**config.mk**
```make
export PLATFORM = sky130hd
export DESIGN_NAME = breathing_light_array
export DESIGN_NICKNAME = d
export VERILOG_FILES = /design/src/rtl/breathing_light_array.sv
export SDC_FILE = /design/constraint.sdc
export NUM_CORES = 1
export LEC_CHECK = 0
export BUFFER_PORTS_ARGS = -buffer_cell sky130_fd_sc_hd__buf_2
export CAP_MARGIN = 5
export CORE_MARGIN = 8
export CORE_UTILIZATION = 23
export DETAILED_ROUTE_END_ITERATION = 10
export GPL_ROUTABILITY_DRIVEN = 1
export GPL_TIMING_DRIVEN = 0
export MAX_ROUTING_LAYER = met4
export PLACE_DENSITY = 0.46
export RECOVER_POWER = 100
export SLEW_MARGIN = 10
export SYNTH_ARGS = -nofsm -noshare
export SYNTH_HDL_FRONTEND = slang
export SYNTH_SLANG_ARGS = --single-unit
```
**constraint.sdc**
```tcl
create_clock -name clk -period 12.6 [get_ports clk]
set_input_delay 0.63 -clock clk [delete_from_list [all_inputs] [get_ports clk]]
set_output_delay 0.63 -clock clk [all_outputs]
set_load 0.02 [all_outputs]
```
**src/rtl/breathing_light_array.sv**
```systemverilog
// Multi-channel breathing-LED controller: a shared triangle ramp feeds per-channel
// PWM outputs with off/on/breathe/blink modes, optional squaring and odd-channel stagger.
module breathing_light_array #(
  parameter int          CHANNELS = 4,
  parameter int          PWM_BITS = 8,
  parameter int unsigned STEP_0   = 58824,
  parameter int unsigned STEP_1   = 98039,
  parameter int unsigned STEP_2   = 137255,
  parameter int unsigned STEP_3   = 196078
) (
  input  logic                  clk,
  input  logic                  rst,
  input  logic [1:0]            speed,
  input  logic [2*CHANNELS-1:0] mode,
  input  logic                  stagger,
  input  logic                  gamma_en,
  input  logic                  hold,
  output logic [CHANNELS-1:0]   light,
  output logic [PWM_BITS-1:0]   level,
  output logic                  cycle_start
);

  localparam logic [PWM_BITS-1:0] MAX = '1;
  localparam logic [PWM_BITS-1:0] ONE = PWM_BITS'(1);

  typedef enum logic [1:0] {
    MODE_OFF     = 2'b00,
    MODE_ON      = 2'b01,
    MODE_BREATHE = 2'b10,
    MODE_BLINK   = 2'b11
  } mode_t;

  logic [31:0]           step_cnt;
  logic [31:0]           step_last;
  logic                  tick;
  logic [1:0]            speed_q;
  logic                  dir_down;
  logic [PWM_BITS-1:0]   pwm_cnt;
  logic [PWM_BITS-1:0]   lvl    [CHANNELS];
  logic [2*PWM_BITS-1:0] sq     [CHANNELS];
  logic [PWM_BITS-1:0]   duty   [CHANNELS];
  logic [PWM_BITS-1:0]   duty_q [CHANNELS];
  mode_t                 mode_q [CHANNELS];
  logic [CHANNELS-1:0]   blink_q;

  // Step length follows the registered speed so a lever change restarts cleanly.
  always_comb begin
    step_last = STEP_0 - 32'd1;
    case (speed_q)
      2'd0:    step_last = STEP_0 - 32'd1;
      2'd1:    step_last = STEP_1 - 32'd1;
      2'd2:    step_last = STEP_2 - 32'd1;
      default: step_last = STEP_3 - 32'd1;
    endcase
  end

  assign tick = (step_cnt == step_last);

  always_comb begin
    for (int i = 0; i < CHANNELS; i++) begin
      lvl[i]  = (stagger && ((i % 2) == 1)) ? (MAX - level) : level;
      sq[i]   = {{PWM_BITS{1'b0}}, lvl[i]} * {{PWM_BITS{1'b0}}, lvl[i]};
      duty[i] = gamma_en ? sq[i][2*PWM_BITS-1:PWM_BITS] : lvl[i];
    end
  end

  // Ramp: speed change outranks hold, which outranks the step tick.
  always_ff @(posedge clk) begin
    if (rst) begin
      step_cnt    <= '0;
      level       <= '0;
      dir_down    <= 1'b0;
      cycle_start <= 1'b0;
      speed_q     <= speed;
    end else if (speed != speed_q) begin
      step_cnt    <= '0;
      level       <= '0;
      dir_down    <= 1'b0;
      cycle_start <= 1'b0;
      speed_q     <= speed;
    end else if (hold) begin
      cycle_start <= 1'b0;
    end else if (tick) begin
      step_cnt <= '0;
      if (dir_down) begin
        level <= level - ONE;
        if (level == ONE) begin
          dir_down    <= 1'b0;
          cycle_start <= 1'b1;
        end else begin
          cycle_start <= 1'b0;
        end
      end else begin
        level       <= level + ONE;
        cycle_start <= 1'b0;
        if (level == MAX - ONE) dir_down <= 1'b1;
      end
    end else begin
      step_cnt    <= step_cnt + 32'd1;
      cycle_start <= 1'b0;
    end
  end

  // Duty, mode and blink state are captured only on the last frame clock.
  always_ff @(posedge clk) begin
    if (rst) begin
      pwm_cnt <= '0;
      light   <= '0;
      blink_q <= '0;
      for (int i = 0; i < CHANNELS; i++) begin
        duty_q[i] <= '0;
        mode_q[i] <= MODE_OFF;
      end
    end else begin
      pwm_cnt <= pwm_cnt + ONE;
      for (int i = 0; i < CHANNELS; i++) begin
        case (mode_q[i])
          MODE_OFF:     light[i] <= 1'b0;
          MODE_ON:      light[i] <= 1'b1;
          MODE_BREATHE: light[i] <= (pwm_cnt < duty_q[i]);
          default:      light[i] <= blink_q[i];
        endcase
        if (pwm_cnt == MAX) begin
          duty_q[i]  <= duty[i];
          mode_q[i]  <= mode_t'(mode[2*i +: 2]);
          blink_q[i] <= lvl[i][PWM_BITS-1];
        end
      end
    end
  end

endmodule

```
==> run_results.csv <==
group,metric,value,unit
placed_design,portBuffers,25,
die,core,32200,sq um
die,die-area,38300,sq um
logic_synthesis,synth_top_area_share,15.1,%
power_and_ir_drop,power_density,93.5,nW/um^2
cells_and_area,mostFrequentLayoutCell,"inv_1",
routing,wire_per_inst,13.0,um
die,ios,28,
clock_tree,clockRootBuffer,"clkbuf_16",
worst_setup_path,crit_required,12680,ps
routing,avgViaCountPerCell,4.28,
cells_and_area,area_growth,11.6,%
grt,grt_max_degree,25,
timing,rsz0062_at_grt,"false",
clock_tree,cts_resized,0,
cells_and_area,diodes,0,
job,cap_violations,1,
die,die-height,196,um
timing,setup_violations,0,
clock_tree,holdBufCountCts,0,
clock_tree,cts_buffer_depth,2,
logic_synthesis,ys_types,62,
timing,worst_pin_slew,1640,ps
clock_tree,cts.clk_slew.worst_paths,60,ps
grt,grt_pass1_vias,5668,
run_status,status,"finished, violations left",
worst_setup_path,cp.arrival,7040,ps
clock_tree,post_cts_buffers,0,
logic_synthesis,synth-edff-count,26,
routing,drc,0,
grt,grtUsageTotal,9.49,%
cells_and_area,postLayoutCellArea,8290,sq um
placed_design,dpl.hpwl,13800,um
run_status,failed_checks,"max-capacitance violations, max-slew violations",
worst_setup_path,cp_slowest_cell,"o21ai_0",
cells_and_area,most-common-layout-cells,"inv_1 (113), nor2_1 (102), ha_1 (82), dfxtp_1 (56), nand2_1 (49)",
timing,slew_viol_final,25,
die,start_util,23.1,%
cells_and_area,drive_above_1_share,5.54,%
logic_synthesis,synth-seq-area-share,25.6,%
clock_tree,insertion_delay,340,ps
worst_setup_path,slowest_delay,650,ps
clock_tree,clock-sinks,82,
logic_synthesis,ys_ff_latch,82,
logic_synthesis,yosysTopAreaCell,"dfxtp_1",
worst_setup_path,r2r_slack,5640,ps
timing,fin_crit_sh,55.2,%
clock_tree,tritoncts,"built",
clock_tree,htreeDepth,3,
timing,fin_tns_setup,0,ps
logic_synthesis,async_reset_ff_share,0,%
clock_tree,cts_made_buffers,9,
hold_path,hold_path_class,"reg2reg",
power_and_ir_drop,power_leakage,3.48,nW
placed_design,gp_congestion,0.788,
logic_synthesis,synthFlopType,"dfxtp_1",
logic_synthesis,postSynthAreaPerCell,8.62,sq um
routing,firstDrtPassIters,4,
power_and_ir_drop,ir_worst_vdd,0.0533,mV
worst_setup_path,worstSetupPathType,"reg2reg",
worst_setup_path,path_cells,"clkbuf_1, clkbuf_1, clkbuf_1, o21ai_0, fa_1, fa_1, inv_1, fa_1, fa_1, inv_1, ha_1, nand3_1, or2_2, o21ai_0, nand4_1, a41oi_1, xnor2_1, mux2i_1, a21oi_1",
routing,vias,5616,
die,die_x,196,um
timing,clock_skew,7.69,ps
grt,grt.overflow.total,0,
worst_setup_path,cp_common_cell,"fa_1",
timing,min_period,6960,ps
routing,drt_iter0_markers,181,
logic_synthesis,ys.warnings.count,0,
placed_design,placed_cell_area,8070,sq um
logic_synthesis,syn_nets,1007,
logic_synthesis,netlist_area,7430,sq um
grt,grt_pass1_wl,28900,um
grt,antenna_found_initial,0,
routing,ant_nets,0,
timing,max_freq,144,MHz
worst_setup_path,worstSetupEndpointType,"register",
timing,max-slew-margin-rel,-9.25,%
power_and_ir_drop,total_power,0.775,mW
logic_synthesis,syn-instance-count,862,
die,rows,66,
worst_setup_path,startpoint_type,"register",
logic_synthesis,ys_top_cells_by_area,"dfxtp_1 (15%), ha_1 (14%), fa_1 (13%)",
routing,wl,17000,um
timing,hold_violations,0,
cells_and_area,nNetsFinal,1043,
worst_setup_path,cp_max_fo,10,
## cell families after synthesis
logic type | share of synthesized area (%)
and+or+nand+nor | 20.3
buffers and inverters | 8.62
adders and majority gates | 26.7
AOI/OAI and AO/OA | 9.23
DFF | 25.6
xor gates and xnor gates | 8.02
muxes | 1.48
## worst paths after layout
path,start,end,cells past startpoint
setup / recovery,level[6],duty_q[1][7],19
hold / removal,mode_q[0][0],light[0],1
setup reg to reg,level[6],duty_q[1][7],19
hold reg to reg,mode_q[0][0],light[0],1
## area by class of cell
type / count / area, sq um
Inverter: 116 / 435
Clock inverter: 4 / 27.5
Multi-Input combinational cell: 626 / 4870
Buffer: 38 / 185
Sequential cell: 82 / 1900
Fill cell: 3495 / 23900
Timing Repair Buffer: 25 / 110
Clock buffer: 12 / 246
Tap cell: 408 / 510
## registers in the layout (all words and copies together), names as in the netlist, 2 cells and up
signal / flops
blink_q: 2
duty_q: 16
level: 8
light: 4
mode_q: 8
pwm_cnt: 8
speed_q: 2
step_cnt: 32
## cell usage after synthesis (all sizes together), types with 5 or more instances
master	n
nor3b	6
fa	48
nand3	22
xnor2	35
xor2	33
nor2	102
buf	10
clkbuf	28
a31oi	5
nor2b	11
inv	113
nor3	13
a21oi	48
or2	5
and3	7
ha	82
mux2i	11
nand2	49
or3	9
o21ai	38
dfxtp	56
nand2b	14
edfxtp	26
a211oi	6
and2	25
nand4	16
## report_power, final
| group | switching, mW | leakage [nW] | total, mW | internal, mW |
|---|---|---|---|---|
| clock | 0.105 | 0.137 | 0.245 | 0.139 |
| sequential | 0.00379 | 0.721 | 0.281 | 0.277 |
| combinational | 0.146 | 2.62 | 0.250 | 0.103 |
| total | 0.255 | 3.48 | 0.775 | 0.520 |
## worst max-delay path, delay by kind of cell, from the launching register on
| family | cells | cell delay, ps |
|---|---|---|
| compound gates | 4 | 1450 |
| xor+xnor | 1 | 180 |
| fa+ha+maj | 5 | 2420 |
| buf+inv | 5 | 1420 |
| flops | 1 | 340 |
| mux | 1 | 220 |
| simple gates | 3 | 650 |
## stage by stage
stage / setup WS, ps / hold slack [ps] / instances / util, %
floorplan: 6840 / 444 / 862 / -
global placement: 5800 / 467 / 1295 / 25.0
detailed placement: 5770 / 461 / 1295 / 25.0
CTS: 5870 / 469 / 1311 / 25.9
global route: 5100 / 489 / 1311 / 25.7
finish: 5640 / 466 / 1311 / 25.7
## routing by layer
metal  GRT usage [%]  vias to the layer above  share of wire [%]
li1                -                     2920                  -
met1            11.8                     2653                 48
met2            15.7                       26                 49
met3            1.29                       17                1.4
met4            2.98                        0                1.6
met5               -                        -                  0
Power figures use the tool's default switching activity.
